$ cat config.mk
export PLATFORM = sky130hd
export DESIGN_NAME = trap_ctrl
export DESIGN_NICKNAME = d
export VERILOG_FILES = /design/src/rtl/trap_ctrl.sv
export SDC_FILE = /design/constraint.sdc
export NUM_CORES = 1
export LEC_CHECK = 0
export BUFFER_PORTS_ARGS = -buffer_cell sky130_fd_sc_hd__clkbuf_2
export CAP_MARGIN = 20
export CORE_MARGIN = 10
export CORE_UTILIZATION = 50
export DETAILED_ROUTE_END_ITERATION = 12
export GPL_ROUTABILITY_DRIVEN = 0
export MAX_ROUTING_LAYER = met4
export PLACE_DENSITY = 0.78
export SLEW_MARGIN = 20
export SYNTH_ARGS = -nofsm -noshare
export SYNTH_HDL_FRONTEND = slang
export SYNTH_SLANG_ARGS = --single-unit
$ cat constraint.sdc
create_clock -name clk -period 2.35 [get_ports clk]
set_clock_uncertainty 0.15 [all_clocks]
set_input_delay 0.1175 -clock clk [delete_from_list [all_inputs] [get_ports clk]]
set_output_delay 0.1175 -clock clk [all_outputs]
set_load 0.05 [all_outputs]
$ cat src/rtl/trap_ctrl.sv
// Machine-mode trap controller: arbitrates exceptions and MRET, sequences
// flush/commit/redirect and owns mstatus, mtvec, mepc, mcause and mtval.
module trap_ctrl #(
  parameter int              XLEN        = 32,
  parameter logic [XLEN-1:0] RESET_MTVEC = '0
) (
  input  logic            clk,
  input  logic            rst,
  input  logic            if_exc_valid,
  input  logic [3:0]      if_exc_cause,
  input  logic [XLEN-1:0] if_exc_pc,
  input  logic [XLEN-1:0] if_exc_tval,
  input  logic            ex_exc_valid,
  input  logic [3:0]      ex_exc_cause,
  input  logic [XLEN-1:0] ex_exc_pc,
  input  logic [XLEN-1:0] ex_exc_tval,
  input  logic            ex_mret,
  output logic            exc_ready,
  output logic            flush,
  input  logic            drained,
  output logic            redirect_valid,
  output logic [XLEN-1:0] redirect_pc,
  input  logic            redirect_ready,
  input  logic            csr_valid,
  input  logic [11:0]     csr_addr,
  input  logic            csr_we,
  input  logic [XLEN-1:0] csr_wdata,
  output logic [XLEN-1:0] csr_rdata,
  output logic            csr_hit,
  output logic            csr_ready
);

  localparam logic [1:0] S_IDLE   = 2'd0;
  localparam logic [1:0] S_FLUSH  = 2'd1;
  localparam logic [1:0] S_COMMIT = 2'd2;
  localparam logic [1:0] S_REDIR  = 2'd3;

  localparam logic [11:0] A_MSTATUS = 12'h300;
  localparam logic [11:0] A_MTVEC   = 12'h305;
  localparam logic [11:0] A_MEPC    = 12'h341;
  localparam logic [11:0] A_MCAUSE  = 12'h342;
  localparam logic [11:0] A_MTVAL   = 12'h343;

  localparam logic [XLEN-1:0] ALIGN = ~XLEN'(3);

  logic [1:0]      r_state;
  logic [1:0]      w_next;
  logic            r_mret;
  logic [3:0]      r_cause;
  logic [XLEN-1:0] r_pc;
  logic [XLEN-1:0] r_tval;
  logic [XLEN-1:0] r_mtvec;
  logic [XLEN-1:0] r_mepc;
  logic [XLEN-1:0] r_mcause;
  logic [XLEN-1:0] r_mtval;
  logic            r_mie;
  logic            r_mpie;

  logic            w_idle;
  logic            w_take_ex;
  logic            w_take_mret;
  logic            w_take_if;
  logic            w_accept;
  logic            w_csr_wr;
  logic            w_hit;
  logic [XLEN-1:0] w_rdata;

  // Exec holds the older instruction, so it wins over MRET and ifetch.
  assign w_idle      = rst && (r_state == S_IDLE);
  assign w_take_ex   = w_idle && ex_exc_valid;
  assign w_take_mret = w_idle && !ex_exc_valid && ex_mret;
  assign w_take_if   = w_idle && !ex_exc_valid && !ex_mret && if_exc_valid;
  assign w_accept    = w_take_ex || w_take_mret || w_take_if;

  assign exc_ready = w_idle;
  assign flush     = w_accept;
  assign csr_ready = w_idle && csr_valid && !w_accept;
  assign w_csr_wr  = csr_ready && csr_we && w_hit;

  assign redirect_valid = rst && (r_state == S_REDIR);
  assign redirect_pc    = !redirect_valid ? '0 :
                          r_mret ? r_mepc : (r_mtvec & ALIGN);

  always_comb begin
    w_hit   = 1'b1;
    w_rdata = '0;
    case (csr_addr)
      A_MSTATUS: begin
        w_rdata[3] = r_mie;
        w_rdata[7] = r_mpie;
      end
      A_MTVEC:  w_rdata = r_mtvec;
      A_MEPC:   w_rdata = r_mepc;
      A_MCAUSE: w_rdata = r_mcause;
      A_MTVAL:  w_rdata = r_mtval;
      default:  w_hit   = 1'b0;
    endcase
  end

  assign csr_hit   = rst && w_hit;
  assign csr_rdata = csr_hit ? w_rdata : '0;

  always_comb begin
    w_next = r_state;
    case (r_state)
      S_IDLE:   if (w_accept) w_next = S_FLUSH;
      S_FLUSH:  if (drained) w_next = S_COMMIT;
      S_COMMIT: w_next = S_REDIR;
      S_REDIR:  if (redirect_ready) w_next = S_IDLE;
      default:  w_next = S_IDLE;
    endcase
  end

  always_ff @(posedge clk or negedge rst) begin
    if (!rst) begin
      r_state <= S_IDLE;
      r_mret  <= 1'b0;
      r_cause <= '0;
      r_pc    <= '0;
      r_tval  <= '0;
    end else begin
      r_state <= w_next;
      if (w_accept) begin
        r_mret  <= w_take_mret;
        r_cause <= w_take_ex ? ex_exc_cause : if_exc_cause;
        r_pc    <= w_take_ex ? ex_exc_pc : if_exc_pc;
        r_tval  <= w_take_ex ? ex_exc_tval : if_exc_tval;
      end
    end
  end

  always_ff @(posedge clk or negedge rst) begin
    if (!rst) begin
      r_mtvec  <= RESET_MTVEC;
      r_mepc   <= '0;
      r_mcause <= '0;
      r_mtval  <= '0;
      r_mie    <= 1'b0;
      r_mpie   <= 1'b0;
    end else if (r_state == S_COMMIT) begin
      if (r_mret) begin
        r_mie  <= r_mpie;
        r_mpie <= 1'b1;
      end else begin
        r_mepc   <= r_pc & ALIGN;
        r_mcause <= {{(XLEN-4){1'b0}}, r_cause};
        r_mtval  <= r_tval;
        r_mpie   <= r_mie;
        r_mie    <= 1'b0;
      end
    end else if (w_csr_wr) begin
      case (csr_addr)
        A_MSTATUS: begin
          r_mie  <= csr_wdata[3];
          r_mpie <= csr_wdata[7];
        end
        A_MTVEC:  r_mtvec  <= csr_wdata;
        A_MEPC:   r_mepc   <= csr_wdata & ALIGN;
        A_MCAUSE: r_mcause <= csr_wdata;
        A_MTVAL:  r_mtval  <= csr_wdata;
        default:  ;
      endcase
    end
  end

endmodule

# --- Word level (Yosys, flattened, before mapping) ---
# Cells that the tools add are included.
# W data, S select, Z words.
totals:
  mem_count: 0
  rom_bits: 0
  out_inout_bits: 69
  register_bits: 201
  ramBits: 0
  word_cells: 90
  input_bits: 189
  latchBits: 0
op_classes:
  div: 0
  order_cmp: 0
  n_eq_ne: 12
  bitwise: 1
  shifts: 0
  n_reduce_logical: 30
  addsub: 0
  n_mux: 36
  multipliers: 0
ops:
  columns: ["cell", "n"]
  rows:
  - ["$mux W32", 17]
  - ["$pmux W24 S4", 1]
  - ["$eq A12 B10 Y1 const B", 5]
  - ["$pmux W3 S4", 2]
  - ["$reduce_and A3 Y1", 5]
  - ["$logic_and A1 B1 Y1", 12]
  - ["$pmux W1 S5", 2]
  - ["$reduce_bool A2 Y1", 5]
  - ["$mux W1", 9]
  - ["$ne A2 B2 Y1 const B", 4]
  - ["$pmux W2 S4", 1]
  - ["$mux W2", 3]
  - ["$reduce_or A5 Y1", 1]
  - ["$eq A2 B2 Y1 const B", 2]
  - ["$mux W4", 1]
  - ["$logic_not A1 Y1", 3]
  - ["$eq A2 B1 Y1 const B", 1]
  - ["$logic_not A2 Y1", 1]
  - ["$logic_or A1 B1 Y1", 2]
  - ["$reduce_and A2 Y1", 1]
  - ["$not A1 Y1", 1]

# --- Longest topological paths before layout ---
depth:
  ltp_word: 12
  depth_mapped: 10
  mapped_depth_nobuf: 7

# --- Worst setup path after synthesis ---
# No wires, ideal clock.
synth_path:
  kind: "in2out"
  start: "in csr_addr[5]"
  end: "out csr_rdata[28]"
  required_time_ps: 2082
  setup_slack_ps: 141
  t_arrival_ps: 1942
  stages: 5
  cell_sequence: "or3_1 -> nor4_4 -> clkbuf_1 -> a222oi_1 -> nor2_1"
synth_between:
  elab_chain_len: 5
synth_rtl:
  columns: ["element", "line_no", "rtl"]
  rows:
  - ["start, declared", "25", "input logic [11:0] csr_addr,"]
  - ["$eq A12 B10 Y1", "87", "case (csr_addr)"]
  - ["$reduce_or A5 Y1 (no source line)", null, null]
  - ["$mux W1", "87", null]
  - ["$logic_and A1 B1 Y1", "100", "assign csr_hit = rst && w_hit;"]
  - ["$mux W32 *", "101", "assign csr_rdata = csr_hit ? w_rdata : '0;"]
  - ["end, declared", "28", "output logic [XLEN-1:0] csr_rdata,"]
# Mark *: on every way between the ends. The rest lies on a longest branch, timed or not.

# --- Worst setup path after layout ---
layout_path:
  start: "reg r_state[0]"
  end: "reg r_mcause[0]"
layout_between:
  elab_chain_len: 12
layout_rtl:
  columns: ["element", "line_no", "rtl"]
  rows:
  - ["start, declared", "46", "logic [1:0] r_state;"]
  - ["start signal, assigned", "122", "r_state <= w_next;"]
  - ["$logic_not A2 Y1", "69", "assign w_idle = rst && (r_state == S_IDLE);"]
  - ["$logic_and A1 B1 Y1", "69", null]
  - ["$logic_and A1 B1 Y1", "71, 72", null]
  - ["$logic_and A1 B1 Y1, on equally long branches", "71, 72", null]
  - ["$logic_or A1 B1 Y1 or $logic_and A1 B1 Y1 (tied branches)", "73, 72", null]
  - ["$logic_or A1 B1 Y1", "73", "assign w_accept = w_take_ex || w_take_mret || w_take_if;"]
  - ["$logic_not A1 Y1", "77", "assign csr_ready = w_idle && csr_valid && !w_accept;"]
  - ["$logic_and A1 B1 Y1", "77", null]
  - ["$logic_and A1 B1 Y1 (2 in series)", "78", "assign w_csr_wr = csr_ready && csr_we && w_hit;"]
  - ["$reduce_bool A2 Y1 (no source line)", null, null]
  - ["$reduce_and A3 Y1 (no source line)", null, null]
  - ["end signal, assigned", "146", "r_mcause <= {{(XLEN-4){1'b0}}, r_cause};"]
  - ["end signal, assigned", "159", "A_MCAUSE: r_mcause <= csr_wdata;"]
  - ["end, declared", "54", "logic [XLEN-1:0] r_mcause;"]
# Several ways; a longest one is shown, not always the timed one.
# A chain may end at the register's enable or synchronous reset.

==> impl_metrics.env <==
export IMPL_ys_types=51
export IMPL_syn_to_final_growth_pct=45.87
export IMPL_worst_endpoint_required_ps=2520
export IMPL_drt_wl_total_um=43250
export IMPL_route_detailed_wl_per_inst_um=23.28
export IMPL_dieArea_um2=28690
export IMPL_whs_ps=35.20
export IMPL_synth_edf_count=0
export IMPL_rsz0062_at_grt="false"
export IMPL_start_util_pct=50.98
export IMPL_antenna_found_initial=3
export IMPL_grt_pass1_vias=12190
export IMPL_cts_root_buf="clkbuf_16"
export IMPL_critical_path_max_stage_delay_ps=410
export IMPL_max_freq_mhz=438.8
export IMPL_drtIter0Drc=1595
export IMPL_cts_tree="yes"
export IMPL_die_h_um=169.4
export IMPL_p_int_mw=9.573
export IMPL_die_x_um=169.4
export IMPL_netSwitchingFraction_pct=40.17
export IMPL_cap_violations=0
export IMPL_finalSetupTns_ps=0
export IMPL_h_tree_depth=4
export IMPL_yosysSeqAreaShare_pct=44.18
export IMPL_cts_sinks=197
export IMPL_via_per_inst=6.222
export IMPL_hold_violations=0
export IMPL_async_flop_share_pct=100.0
export IMPL_drive_gt1_share_pct=24.00
export IMPL_grt_util_all_layers_pct=30.22
export IMPL_cts_buffer_depth=2
export IMPL_synth_seq_cells=197
export IMPL_synth_ff_type="dfrtp_1"
export IMPL_postRouteAntennaNets=0
export IMPL_p_comb_share_pct=44.9
export IMPL_fin_util_pct=74.36
export IMPL_p_per_area_nw_per_um2=983.0
export IMPL_syn_area_per_cell_um2=9.465
export IMPL_fin_crit_ps=2279
export IMPL_grt_first_pass_wirelength_um=67730
export IMPL_ys_warn_count=0
export IMPL_critPathKind="reg -> reg"
export IMPL_vias=11560
export IMPL_hp_class="in -> reg"
export IMPL_leakage_nw=7.800
export IMPL_maxSlewViolCount=0
export IMPL_clk_latency_ps=440
export IMPL_synthCells=1179
export IMPL_port_buffers=251
export IMPL_slowest_stage="dfrtp_1"
export IMPL_nFillCells=1478
export IMPL_outcome="finished clean"
export IMPL_hpwl_um=25450
export IMPL_p_sw_mw=6.428
export IMPL_placedInstanceArea_um2=13830
export IMPL_cp_end_kind="flop"
export IMPL_slew_limit_headroom_pct=53.20
export IMPL_ios=258
export IMPL_startpoint_type="flop"
export IMPL_grt_ovfl_total=0
export IMPL_cts_buffers=17
export IMPL_clkTransAtPathRegs_ps=80
export IMPL_ir_drop_uv=549.1
export IMPL_crit_chain="inv_1, ha_1, and3_1, and3_2, buf_4, and3b_1, mux2_1"
export IMPL_first_pass_iters=7
export IMPL_syn_area_um2=11160
export IMPL_worstMarginPinSlew_ps=701.9
export IMPL_layout_nets=1756
export IMPL_design_core_area_um2=21890
export IMPL_grt_max_degree=123
export IMPL_design_area_um2=16280
export IMPL_clkPwrFrac_pct=20.2
export IMPL_route_detailed_drc=0
export IMPL_rows=54
export IMPL_arrival_ps=2450
export IMPL_period_share_pct=96.98
export IMPL_setup_viol=0
export IMPL_crit_fanout=5
export IMPL_pwr_share_seq_pct=34.9
what timing repair did:
action,4_1_cts,5_1_grt
hold buffers,171,0
setup endpoints to repair,1,14
resized for setup,2,4
endpoints found under the hold margin,393,0
pin swaps,0,0
buffers inserted,0,0
gates cloned,1,1
cell type report:
cell class,count,area [um^2],area share [%]
inverters,61,229.0,1.407
clock inverters,15,216.5,1.330
repair buffers,472,4554,27.98
diodes,3,7.507,0.04612
clock buffers,17,425.4,2.613
flip-flops and latches,197,4933,30.31
multi-input cells,813,5562,34.17
well taps,280,350.3,2.152
worst max-delay path: cells and delay by family, from the launching register on:
family                     cells  cell delay, ps
adders and majority gates      1             220
DFF                            1             410
and+or+nand+nor                3             710
muxes                          1             370
buffers and inverters          2             300
synthesized netlist by cell type (2+ instances only):
| library cell | n | area, um^2 |
|---|---|---|
| dfrtp_1 | 197 | 4930 |
| nand2_1 | 174 | 653.1 |
| mux2i_1 | 109 | 1091 |
| o21ai_1 | 82 | 410.4 |
| clkbuf_1 | 69 | 259.0 |
| nor2_1 | 66 | 247.7 |
| inv_1 | 58 | 217.7 |
| mux2_1 | 43 | 484.2 |
| nand3_1 | 40 | 200.2 |
| a221o_1 | 29 | 290.3 |
| a222oi_1 | 29 | 290.3 |
| buf_2 | 28 | 140.1 |
| o311ai_1 | 28 | 245.2 |
| nand2b_1 | 26 | 162.7 |
| o21ai_0 | 26 | 130.1 |
| a21oi_1 | 24 | 120.1 |
| mux2_2 | 24 | 270.3 |
| a2bb2oi_1 | 23 | 201.4 |
| o221ai_1 | 23 | 201.4 |
| and2_1 | 12 | 75.07 |
| a22oi_1 | 6 | 45.04 |
| buf_1 | 6 | 22.52 |
| nor2b_1 | 6 | 37.54 |
| ha_1 | 5 | 62.56 |
| a22o_1 | 4 | 35.03 |
| and3_1 | 3 | 18.77 |
| and4_1 | 3 | 26.28 |
| buf_4 | 3 | 22.52 |
| buf_6 | 3 | 33.78 |
| inv_2 | 3 | 11.26 |
| nor3_1 | 3 | 15.01 |
| a41oi_1 | 2 | 17.52 |
| nand4_1 | 2 | 12.51 |
| nand4bb_1 | 2 | 22.52 |
| or3_1 | 2 | 12.51 |
metal layers:
metal | part of all wire [%] | track usage (%) | vias to the layer above
li1 | - | - | 5014
met1 | 37 | 36.28 | 5601
met2 | 49 | 48.49 | 794
met3 | 10 | 6.369 | 152
met4 | 3.9 | 12.83 | 0
met5 | 0 | - | -
flip-flops by register name, summed over array words and instances (netlist names):
signal,count
r_mtval,32
r_cause,4
r_mtvec,32
r_mcause,32
r_mie,1
r_pc,30
r_tval,32
r_state,2
r_mpie,1
r_mret,1
r_mepc,30
layout by cell type (no fill, tap or decap), types with 6 or more instances in the layout:
| cell type | Yosys | final |
|---|---|---|
| a222oi_1 | 29 | 29 |
| a21oi_1 | 24 | 24 |
| mux2_1 | 43 | 43 |
| o311ai_1 | 28 | 28 |
| a2bb2oi_1 | 23 | 23 |
| and2_1 | 12 | 11 |
| buf_4 | 3 | 34 |
| dlygate4sd3_1 | 0 | 170 |
| nand2b_1 | 26 | 24 |
| mux2_2 | 24 | 24 |
| nand2_1 | 174 | 174 |
| clkbuf_2 | 0 | 185 |
| nor2_1 | 66 | 66 |
| a22oi_1 | 6 | 6 |
| buf_12 | 0 | 78 |
| o21ai_1 | 82 | 82 |
| a221o_1 | 29 | 29 |
| clkbuf_16 | 0 | 18 |
| o21ai_0 | 26 | 26 |
| o221ai_1 | 23 | 23 |
| dfrtp_1 | 197 | 196 |
| inv_1 | 58 | 58 |
| nand3_1 | 40 | 40 |
| mux2i_1 | 109 | 109 |
metrics by stage:
stage               total power [mW]  setup WS (ps)  cells
finish                         16.00          71.05   1858
global route                   16.84          6.635   1858
CTS                            15.66          17.41   1854
detailed placement             12.06          82.98   1650
global placement               11.73          173.0   1650
floorplan                      9.779          141.0   1180
kinds of logic (layout without fill, tap and decap cells):
logic type      after synthesis  after routing  synth area share (%)
compound gates              283            283                 18.30
fa+ha+maj                     5              5                0.5606
buf+inv                     170            565                 6.335
flops                       197            197                 44.18
mux                         176            176                 16.54
other cells                   1              5               0.03360
simple gates                347            347                 14.06
path summary, 6_finish.rpt:
| kind | end | cells after the start | start | slack [ps] |
|---|---|---|---|---|
| worst max register to register | r_mcause[0]$_DFFE_PN0P_ | 7 | r_state[0]$_DFFE_PN0P_ | 70 |
| min in group asynchronous | r_pc[5]$_DFFE_PN0P_ | 4 | rst | 220 |
| worst max-delay path | r_mcause[0]$_DFFE_PN0P_ | 7 | r_state[0]$_DFFE_PN0P_ | 70 |
| worst min register to register | r_pc[18]$_DFFE_PN0P_ | 2 | r_pc[18]$_DFFE_PN0P_ | 340 |
| worst min-delay path | r_mie$_DFFE_PN0P_ | 4 | csr_we | 40 |
| max in group asynchronous | r_mret$_DFFE_PN0P_ | 3 | rst | 1230 |
power by group through the flow:
stage                     registers [mW]  logic, mW  clock network (mW)
after floorplan                     5.23       4.55                   0
after global placement              5.47       6.26                   0
after detailed placement            5.55       6.51                   0
after CTS                           5.51       6.93                3.23
after global routing                5.69       7.76                3.40
final                               5.59       7.18                3.23
(Power assumes the default switching activity.)
